<file path="src/rtl/chunk_adder_seq.sv">
// chunk_adder_seq
//   Multi-cycle WIDTH-bit adder/subtractor. Each operation is split into
//   NCHUNK = WIDTH/CHUNK slices. A CHUNK-bit ripple-carry stage handles one
//   slice per clock, so the critical carry chain is only CHUNK bits long.
//
//   Handshake rule: a transfer happens on a rising clk edge where both valid
//   and ready are high. in_ready is high only in IDLE and out_valid only in
//   DONE. Both are decoded from the registered state, so neither depends
//   combinationally on any input.
//
// Ports
//   clk        rising-edge clock
//   rst_n      asynchronous active-low reset
//   in_valid   operand request
//   in_ready   block can accept operands (state == IDLE)
//   a, b       WIDTH-bit operands
//   cin        carry-in (add) / borrow-in (sub)
//   sub        0: a+b+cin, 1: a-b-cin
//   out_valid  result available (state == DONE)
//   out_ready  consumer accepts result
//   sum        WIDTH-bit result, held until the next result is produced
//   cout       carry-out; in subtract mode 1 means no borrow
//   ovf        two's-complement signed overflow
//
// The register 'state' is kept as a named signal so that checkers can bind
// to it directly.
module chunk_adder_seq #(
  parameter int WIDTH = 16,
  parameter int CHUNK = 4
) (
  input  logic             clk,
  input  logic             rst_n,
  input  logic             in_valid,
  output logic             in_ready,
  input  logic [WIDTH-1:0] a,
  input  logic [WIDTH-1:0] b,
  input  logic             cin,
  input  logic             sub,
  output logic             out_valid,
  input  logic             out_ready,
  output logic [WIDTH-1:0] sum,
  output logic             cout,
  output logic             ovf
);

  localparam int NCHUNK = WIDTH / CHUNK;
  localparam int IDXW   = (NCHUNK > 1) ? $clog2(NCHUNK) : 1;
  localparam logic [IDXW-1:0]  LAST_IDX = IDXW'(NCHUNK - 1);
  localparam logic [WIDTH-1:0] CMASK    = WIDTH'({CHUNK{1'b1}});

  localparam logic [1:0] IDLE = 2'd0;
  localparam logic [1:0] RUN  = 2'd1;
  localparam logic [1:0] DONE = 2'd2;

  logic [1:0]       state;
  logic [WIDTH-1:0] opa;
  logic [WIDTH-1:0] opb;
  logic [WIDTH-1:0] acc;
  logic             carry;
  logic [IDXW-1:0]  idx;

  logic [31:0]      shamt;
  logic [WIDTH-1:0] a_sh;
  logic [WIDTH-1:0] b_sh;
  logic [CHUNK-1:0] a_ch;
  logic [CHUNK-1:0] b_ch;
  logic [CHUNK-1:0] r_ch;
  logic [CHUNK:0]   rc;
  logic             c_next;
  logic             c_msb;
  logic [WIDTH-1:0] acc_next;
  logic             last;

  assign in_ready  = (state == IDLE);
  assign out_valid = (state == DONE);
  assign last      = (idx == LAST_IDX);

  // One CHUNK-bit ripple stage. The current slice is selected by shifting
  // rather than by a variable part-select, which keeps the index widths clean.
  always_comb begin
    shamt    = 32'(idx) * CHUNK;
    a_sh     = opa >> shamt;
    b_sh     = opb >> shamt;
    a_ch     = a_sh[CHUNK-1:0];
    b_ch     = b_sh[CHUNK-1:0];
    rc       = '0;
    rc[0]    = carry;
    r_ch     = '0;
    for (int i = 0; i < CHUNK; i++) begin
      r_ch[i]  = a_ch[i] ^ b_ch[i] ^ rc[i];
      rc[i+1]  = (a_ch[i] & b_ch[i]) | (rc[i] & (a_ch[i] ^ b_ch[i]));
    end
    c_next   = rc[CHUNK];
    // On the last slice this is the carry into bit WIDTH-1, used for ovf.
    c_msb    = rc[CHUNK-1];
    acc_next = (acc & ~(CMASK << shamt)) | (WIDTH'(r_ch) << shamt);
  end

  always_ff @(posedge clk or negedge rst_n) begin
    if (!rst_n) begin
      state <= IDLE;
      opa   <= '0;
      opb   <= '0;
      acc   <= '0;
      carry <= 1'b0;
      idx   <= '0;
      sum   <= '0;
      cout  <= 1'b0;
      ovf   <= 1'b0;
    end else begin
      case (state)
        IDLE: begin
          if (in_valid) begin
            // Subtraction is a + ~b + ~cin. This form gives a-b-cin, and
            // cout=1 means no borrow.
            opa   <= a;
            opb   <= sub ? ~b : b;
            carry <= sub ? ~cin : cin;
            idx   <= '0;
            state <= RUN;
          end
        end
        RUN: begin
          acc   <= acc_next;
          carry <= c_next;
          idx   <= idx + 1'b1;
          if (last) begin
            sum   <= acc_next;
            cout  <= c_next;
            ovf   <= c_next ^ c_msb;
            idx   <= '0;
            state <= DONE;
          end
        end
        DONE: begin
          if (out_ready) state <= IDLE;
        end
        default: state <= IDLE;
      endcase
    end
  end

endmodule

</file>
<file path="config.mk">
export PLATFORM = sky130hd
export DESIGN_NAME = chunk_adder_seq
export DESIGN_NICKNAME = d
export VERILOG_FILES = /design/src/rtl/chunk_adder_seq.sv
export SDC_FILE = /design/constraint.sdc
export NUM_CORES = 1
export LEC_CHECK = 0
export BUFFER_PORTS_ARGS = -buffer_cell sky130_fd_sc_hd__clkbuf_2
export CAP_MARGIN = 5
export CORE_MARGIN = 4
export CORE_UTILIZATION = 59
export CTS_CLUSTER_DIAMETER = 30
export DETAILED_ROUTE_END_ITERATION = 7
export HOLD_SLACK_MARGIN = 0.05
export PLACE_DENSITY_LB_ADDON = 0.1
export SYNTH_ARGS = -nofsm -noshare
export SYNTH_HDL_FRONTEND = slang
export SYNTH_SLANG_ARGS = --single-unit
</file>
<file path="constraint.sdc">
create_clock -name clk -period 9 [get_ports clk]
set_clock_uncertainty 0.05 [all_clocks]
set_input_delay 2.7 -clock clk [delete_from_list [all_inputs] [get_ports clk]]
set_output_delay 2.7 -clock clk [all_outputs]
set_load 0.1 [all_outputs]
</file>
==> impl_metrics.csv, run 1 <==
group,metric,value,unit
route,wire_per_inst,15.5,µm
cells_and_area,syn_to_final_growth,14.3,%
sta,period_minus_slack,4.27,ns
global_route,grt-ovfl-total,0,
global_route,first_global_vias,2238,
sta,tightest_slew,1.11,ns
sta,fin_tns_setup,0,ns
cells_and_area,nNetsFinal,369,
floorplan,num_rows,26,
route,drc,0,
sta,max_slew_margin,25.8,%
critical_path,end_kind,"primary output",
run_status,run_status,"finished, final reports clean",
global_route,grt_usage,22.0,%
worst_hold_path,hold_path_class,"reg -> reg",
logic_synthesis,avgSynthCellArea,11.8,µm²
critical_path,criticalPathCategory,"reg -> out",
floorplan,dieArea,0.00661,mm²
cells_and_area,drive_gt1_share,31.4,%
worst_hold_path,hold_path_end,"sum[1]",
sta,slew_viol_final,0,
critical_path,cp-start-kind,"flop",
critical_path,rr_worst_depth,10,
clock_network,clock_latency,0.34,ns
worst_hold_path,hold_depth,2,
placed_design,dp.cells,382,
logic_synthesis,synth-seq-cells,67,
clock_network,cts_tree,"built",
clock_network,cts_setup_buffers,0,
cells_and_area,seq_area,0.00168,mm²
floorplan,start_util,61.3,%
clock_network,root_buffer,"clkbuf_8",
floorplan,core-area,0.00517,mm²
critical_path,reg2reg_from,"idx[0]",
logic_synthesis,synth_area,0.00317,mm²
route,vias_per_cell,5.48,
global_route,grt_max_degree,68,
placed_design,gp_congestion,0.767,
flow_run,drv_cap,0,
route,ant_nets,0,
cells_and_area,num-fill-cells,404,
cells_and_area,final_util,70.1,%
clock_network,clkTransAtPathRegs,0.07,ns
floorplan,boundaryPins,58,
logic_synthesis,yosys_warnings,0,
cells_and_area,multi_input_area,0.00134,mm²
critical_path,timing.rr.end,"sum[7]",
placed_design,io_buffer_count,57,
critical_path,r2r_setup_slack,5.51,ns
placed_design,hpwl,4360,µm
route,drt_iter0_markers,162,
global_route,grt_pass1_wl,10900,µm
critical_path,cp.arrival,1.52,ns
route,num_vias,2183,
sta,hold_viol,0,
clock_network,cts_made_buffers,9,
critical_path,crit_fanout,6,
clock_network,cts_sinks,67,
critical_path,critPathRequiredTime,6.25,ns
global_route,antenna_found_initial,0,
route,drt-total-wl,6170,µm
floorplan,dieHeight,81.3,µm
logic_synthesis,synthDistinctLibCells,30,
logic_synthesis,synthCells,268,
logic_synthesis,synth_nets,314,
worst_hold_path,hold_start,"sum[1]",
sta,timing.final.crit_share,47.4,%
sta,fmax,234,MHz
cells_and_area,num_antenna_cells,0,
route,firstDrtPassIters,4,
clock_network,htreeDepth,3,
floorplan,dieWidth,81.3,µm
logic_synthesis,yosysSeqAreaShare,52.9,%
sta,rsz0062_at_grt,"false",
sta,report.final.setup_viol,0,
clock_network,cts_resized,0,
cells_and_area,layout.cells.non_filler,398,
clock_network,cts_max_path_buffers,2,
clock_network,cts_hold_buf,0,
per-stage QoR:
| stage | setup slack, ns | instance area [µm²] | hold slack, ns |
|---|---|---|---|
| after floorplan | 4.53 | 3170 | 0.406 |
| after global routing | 4.69 | 3620 | 0.473 |
| after detailed placement | 5.00 | 3460 | 0.420 |
| after CTS | 4.72 | 3620 | 0.435 |
| after global placement | 4.99 | 3460 | 0.412 |
| final | 4.73 | 3620 | 0.427 |
worst max-delay path, cell delays in order (launching register included):
cell,delay [ns]
dfrtp_1,0.46
nand2b_1,0.21
inv_1,0.07
clkbuf_2,0.44
per-layer routing:
| metal | up-vias | track usage [%] | wire [µm] |
|---|---|---|---|
| met2 | 56 | 34.9 | 3080 |
| met3 | 8 | 4.55 | 281 |
| met5 | - | 0 | 0 |
| met4 | 0 | 9.12 | 100 |
| met1 | 1074 | 29.7 | 2700 |
| li1 | 1045 | - | - |
cells by family after synthesis:
kind of cell / after synthesis / synth area share [%]
AO/OA/AOI/OAI: 63 / 13.1
XOR/XNOR: 18 / 4.97
adder cells (fa/ha/maj): 8 / 4.10
buffers and inverters: 29 / 4.89
flip-flops: 67 / 52.9
multiplexers: 25 / 11.7
AND/OR/NAND/NOR: 58 / 8.36
flip-flops by register name, indices dropped and copies added, names as in the netlist:
name,flops
idx,2
cout,1
carry,1
state,2
acc,12
opb,16
sum,16
ovf,1
opa,16
cell usage after synthesis, drive strengths merged:
cell type / n / area (µm²)
mux2: 17 / 191
ha: 4 / 50.1
dfrtp: 67 / 1680
a221oi: 4 / 35.0
nor3b: 1 / 18.8
a22o: 6 / 52.6
xor2: 1 / 8.76
nand3: 2 / 10.0
o31ai: 5 / 37.5
buf: 17 / 110
o2bb2ai: 4 / 35.0
o21bai: 1 / 7.51
nor2b: 3 / 18.8
a21oi: 22 / 110
inv: 12 / 45.0
xnor2: 17 / 149
o21ai: 12 / 60.1
a2bb2oi: 4 / 35.0
fa: 4 / 80.1
a32o: 2 / 20.0
a22oi: 3 / 22.5
nor3: 2 / 10.0
nor2: 24 / 90.1
nand2b: 4 / 25.0
or3: 1 / 6.26
nand2: 20 / 75.1
nand3b: 1 / 11.3
mux4: 8 / 180
worst max-delay path by stage:
stage	end	slack (ns)	start
floorplan	in_ready	4.53	state[0]
CTS	out_valid	4.72	state[0]
finish	out_valid	4.73	state[0]
global placement	opa[14]	4.99	in_valid
detailed placement	opa[13]	5.00	in_valid
global route	out_valid	4.69	state[0]
cells in the final DEF, fill, tap and decap left out, types with 2 or more instances in the layout:
cell type	instances
nor3_1	2
dfrtp_1	67
buf_4	4
o2bb2ai_1	4
nor2_1	24
a32o_1	2
mux2_2	17
a21oi_1	22
inv_1	12
a22oi_1	3
xnor2_1	17
nor2b_1	3
nand2_1	20
a221oi_1	4
clkbuf_8	9
mux4_2	8
ha_1	4
fa_1	4
nand2b_1	4
clkbuf_2	57
o21ai_0	12
a2bb2oi_1	4
a22o_1	6
nand3_1	2
clkinv_2	5
o31ai_1	5
final cells by class:
type | instances | area share [%]
Timing Repair Buffer | 61 | 8.70
Inverter | 12 | 1.24
Clock inverter | 6 | 0.897
Multi-Input combinational cell | 172 | 37.0
Clock buffer | 10 | 3.52
Sequential cell | 67 | 46.3
Tap cell | 70 | 2.42
Power of run 1 is not shown: default switching activity piles up to over one toggle a cycle in this logic, so the estimate is an artifact.
==> run 2: changes to the inputs <==
CORE_UTILIZATION = 55   (was 59)
clock period = 4.29 ns   (was 9 ns; I/O delays follow)
==> impl_metrics.csv, run 2 (same netlist as run 1, synthesis figures left out) <==
group,metric,value,unit
run_status,run_status,"finished, final reports clean",
clock_network,cts_sinks,67,
route,wire_per_inst,16.0,µm
placed_design,post-place-ws,0.990,ns
cells_and_area,final_util,66.1,%
floorplan,num_rows,27,
floorplan,boundaryPins,58,
route,drc,0,
route,vias_per_cell,5.44,
floorplan,start_util,57.2,%
critical_path,critPathRequiredTime,4.45,ns
global_route,antenna_found_initial,0,
clock_network,cts_made_buffers,9,
clock_network,clkTransAtPathRegs,0.07,ns
route,num_vias,2170,
floorplan,core-area,0.00554,mm²
placed_design,io_buffer_count,57,
clock_network,cts_max_path_buffers,2,
critical_path,end_kind,"flop",
sta,fin_tns_setup,0,ns
clock_network,cts_tree,"built",
route,wl_met1,2920,µm
critical_path,cp.arrival,3.44,ns
global_route,grt-ovfl-total,0,
placed_design,hpwl,4510,µm
sta,worst_slack,1.01,ns
clock_network,clock_latency,0.33,ns
clock_network,root_buffer,"clkbuf_8",
cells_and_area,syn_to_final_growth,15.5,%
clock_network,cts_resized,0,
placed_design,dp.cells,384,
sta,max_slew_margin,25.2,%
cells_and_area,nNetsFinal,369,
route,ant_nets,0,
sta,hold_viol,0,
sta,report.final.setup_viol,0,
placed_design,gp_congestion,0.861,
route,firstDrtPassIters,4,
global_route,grt_usage,19.6,%
critical_path,cp-start-kind,"flop",
global_route,first_global_vias,2263,
sta,rsz0062_at_grt,"false",
route,wl_met3,219,µm
cells_and_area,layout.cells.non_filler,399,
global_route,grt_pass1_wl,10900,µm
route,drt-total-wl,6380,µm
sta,fmax,305,MHz
global_route,grt_max_degree,68,
clock_network,cts_hold_buf,0,
critical_path,crit_fanout,9,
cells_and_area,reg_top3,"opa (16), opb (16), sum (16)",
floorplan,dieArea,0.00705,mm²
critical_path,criticalPathCategory,"reg -> reg",
cells_and_area,drive_gt1_share,31.5,%
sta,timing.final.crit_share,76.4,%
cells_and_area,layout_commonest_cell,"dfrtp_1",
clock_network,cts_setup_buffers,0,
sta,tightest_slew,1.12,ns
clock_network,htreeDepth,3,
floorplan,dieHeight,83.9,µm
cells_and_area,final_cell_mix,"dfrtp_1, clkbuf_2, nor2_1, a21oi_1, nand2_1",
route,wl_met2,3220,µm
route,drt_iter0_markers,100,
cells_and_area,num_antenna_cells,0,
flow_run,drv_cap,0,
sta,slew_viol_final,0,
route,topRoutingLayerUsed,"met4",
sta,period_minus_slack,3.28,ns
worst_hold_path,hold_path_class,"reg -> reg",
floorplan,dieWidth,83.9,µm
## run 2: cell count changes in the layout (fill, tap and decap cells not counted), sizes merged
cell      delta
clkbuf       +4
clkinv       -4
clkinvlp     -1
## run 2: final cells by class
type / instances / area, µm²
multi-input cells: 172 / 1340
inverters: 12 / 45.0
clock buffers: 14 / 193
repair buffers: 61 / 315
fillers: 439 / 1880
well taps: 72 / 90.1
flip-flops and latches: 67 / 1680
clock inverters: 1 / 5.00
## run 2: per-layer routing
layer / up-vias / GRT usage (%)
met4: 0 / 6.14
li1: 1051 / -
met5: - / 0
met3: 6 / 5.03
met1: 1065 / 25.4
met2: 48 / 32.3
## run 2: path summary, 6_finish.rpt
kind / cells past startpoint / startpoint / endpoint / slack, ns
worst min-delay path: 2 / sum[4] / sum[4] / 0.43
worst min register to register: 2 / sum[4] / sum[4] / 0.43
worst max register to register: 9 / idx[0] / sum[7] / 1.01
min in group asynchronous: 2 / rst_n / sum[1] / 1.09
max in group asynchronous: 2 / rst_n / opa[13] / 2.56
worst max-delay path: 9 / idx[0] / sum[7] / 1.01
## run 2: critical path, stage by stage (launching register included)
cell,delay [ns]
dfrtp_1,0.66
mux4_2,0.57
inv_1,0.09
fa_1,0.20
fa_1,0.17
inv_1,0.05
fa_1,0.42
fa_1,0.57
a221oi_1,0.30
nor2_1,0.07
## run 2: metrics by stage
| stage | hold WS, ns | area [µm²] |
|---|---|---|
| finish | 0.429 | 3660 |
| global placement | 0.412 | 3470 |
| floorplan | 0.406 | 3170 |
| global route | 0.455 | 3660 |
| detailed placement | 0.423 | 3470 |
| CTS | 0.439 | 3660 |
Power of run 2 is left out for the same reason.
==> run 3: changes to the inputs <==
CORE_UTILIZATION = 50   (was 55)
clock period = 2.7 ns   (was 4.29 ns; I/O delays follow)
==> impl_metrics.csv, run 3 (same netlist as run 1, synthesis figures left out) <==
group,metric,value,unit
run_status,run_status,"complete, but fails checks",
run_status,violations,"setup timing",
clock_network,clock_latency,0.34,ns
placed_design,gp_congestion,0.790,
critical_path,critPathRequiredTime,2.92,ns
clock_network,root_buffer,"clkbuf_8",
global_route,antenna_found_initial,0,
clock_network,cts_max_path_buffers,2,
cells_and_area,layout.cells.non_filler,410,
sta,rsz0062_at_grt,"true",
sta,period_minus_slack,2.81,ns
sta,max_slew_margin,63.7,%
critical_path,reg2reg_from,"idx[0]",
sta,slew_viol_final,0,
floorplan,dieArea,0.00768,mm²
critical_path,cp-start-kind,"flop",
critical_path,criticalPathCategory,"reg -> reg",
route,wire_per_inst,15.9,µm
floorplan,dieWidth,87.6,µm
cells_and_area,reg_top3,"opa (16), opb (16), sum (16)",
cells_and_area,drive_gt1_share,37.6,%
cells_and_area,nNetsFinal,376,
critical_path,timing.rr.end,"acc[7]",
global_route,first_global_vias,2372,
clock_network,cts_made_buffers,9,
route,topRoutingLayerUsed,"met4",
route,ant_nets,0,
route,firstDrtPassIters,4,
route,drc,0,
critical_path,cp.arrival,3.03,ns
critical_path,endpoint,"acc[7]",
worst_hold_path,hold_path_class,"in -> async",
clock_network,cts_setup_buffers,0,
sta,tightest_slew,0.547,ns
route,drt-total-wl,6530,µm
cells_and_area,final_cell_mix,"dfrtp_1, clkbuf_2, nor2_1, a21oi_1, nand2_1",
cells_and_area,syn_to_final_growth,20.4,%
clock_network,cts_sinks,67,
sta,timing.final.crit_share,104,%
floorplan,start_util,52.6,%
route,wl_met3,270,µm
critical_path,end_kind,"flop",
critical_path,rr_worst_depth,9,
route,vias_per_cell,5.45,
route,wl_met1,2880,µm
cells_and_area,num_antenna_cells,0,
placed_design,io_buffer_count,57,
clock_network,htreeDepth,3,
sta,hold_viol,0,
critical_path,crit_fanout,6,
clock_network,cts_tree,"built",
route,wl_met2,3270,µm
floorplan,core-area,0.00603,mm²
global_route,grt_usage,19.5,%
global_route,grt-ovfl-total,0,
placed_design,hpwl,4740,µm
floorplan,num_rows,28,
cells_and_area,layout_commonest_cell,"dfrtp_1",
route,drt_iter0_markers,73,
floorplan,boundaryPins,58,
clock_network,clkTransAtPathRegs,0.07,ns
sta,fmax,356,MHz
critical_path,critPathLaunch,"idx[0]",
sta,report.final.setup_viol,7,
sta,worst_slack,-0.108,ns
critical_path,r2r_setup_slack,-0.11,ns
route,num_vias,2235,
floorplan,dieHeight,87.6,µm
global_route,grt_pass1_wl,11400,µm
flow_run,drv_cap,0,
placed_design,dp.cells,394,
global_route,grt_max_degree,68,
-- run 3: cell count changes in the layout (fill, tap and decap cells not counted), moves of 2 or more --
cell       before  now
inv_1          12    9
o21ai_0        12   10
buf_4           4    9
o2bb2ai_1       4    2
fa_1            4    0
a221oi_1        4    2
a221oi_2        0    2
fa_2            0    4
clkbuf_8       14   11
o2bb2ai_2       0    2
bufinv_16       0    2
inv_2           0    3
-- run 3: worst min path at each step --
stage / start / endpoint / slack, ns / cells after the start
finish: rst_n / sum[0] / 0.43 / 2
global placement: sum[2] / sum[2] / 0.41 / 2
floorplan: acc[10] / acc[10] / 0.41 / 1
global route: rst_n / sum[9] / 0.44 / 2
CTS: rst_n / sum[1] / 0.44 / 2
detailed placement: sum[13] / sum[13] / 0.42 / 2
-- run 3: what timing repair did --
item	CTS	global route
hold buffers	0	0
cloned	0	0
endpoints found under the hold margin	0	0
pin swaps	10	3
endpoints found under the setup margin	8	10
resized for setup	6	5
-- run 3: through the flow --
| step | setup WS (ns) | hold slack [ns] | util [%] | cell area [µm²] | TNS, ns |
|---|---|---|---|---|---|
| 2_1_floorplan | -0.197 | 0.406 | - | 3200 | -1.17 |
| 3_3_place_gp | -0.113 | 0.412 | 59.0 | 3560 | -0.511 |
| 3_5_place_dp | -0.187 | 0.420 | 59.0 | 3560 | -1.01 |
| 4_1_cts | -0.0887 | 0.435 | 63.1 | 3800 | -0.557 |
| 5_1_grt | -0.220 | 0.444 | 63.4 | 3820 | -1.30 |
| 6_report | -0.108 | 0.426 | 63.4 | 3820 | -0.480 |
-- run 3: final cells by class --
cell class,count,area (µm²)
Timing Repair Buffer,68,384
Multi-Input combinational cell,172,1390
Clock inverter,4,72.6
Tap cell,75,93.8
Inverter,12,45.0
Fill cell,497,2210
Clock buffer,12,155
Sequential cell,67,1680
-- run 3: critical path, stage by stage, from the launching register on --
cell,delay (ns)
dfrtp_2,0.41
mux4_2,0.51
inv_2,0.07
fa_2,0.19
fa_2,0.19
inv_2,0.04
fa_2,0.36
fa_2,0.66
nand2_2,0.10
o2bb2ai_2,0.15
-- run 3: per-layer routing --
layer / vias to the layer above / track usage (%)
li1: 1063 / -
met1: 1102 / 23.9
met2: 55 / 32.2
met3: 15 / 5.36
met4: 0 / 8.37
met5: - / 0
Power of run 3 is left out for the same reason.
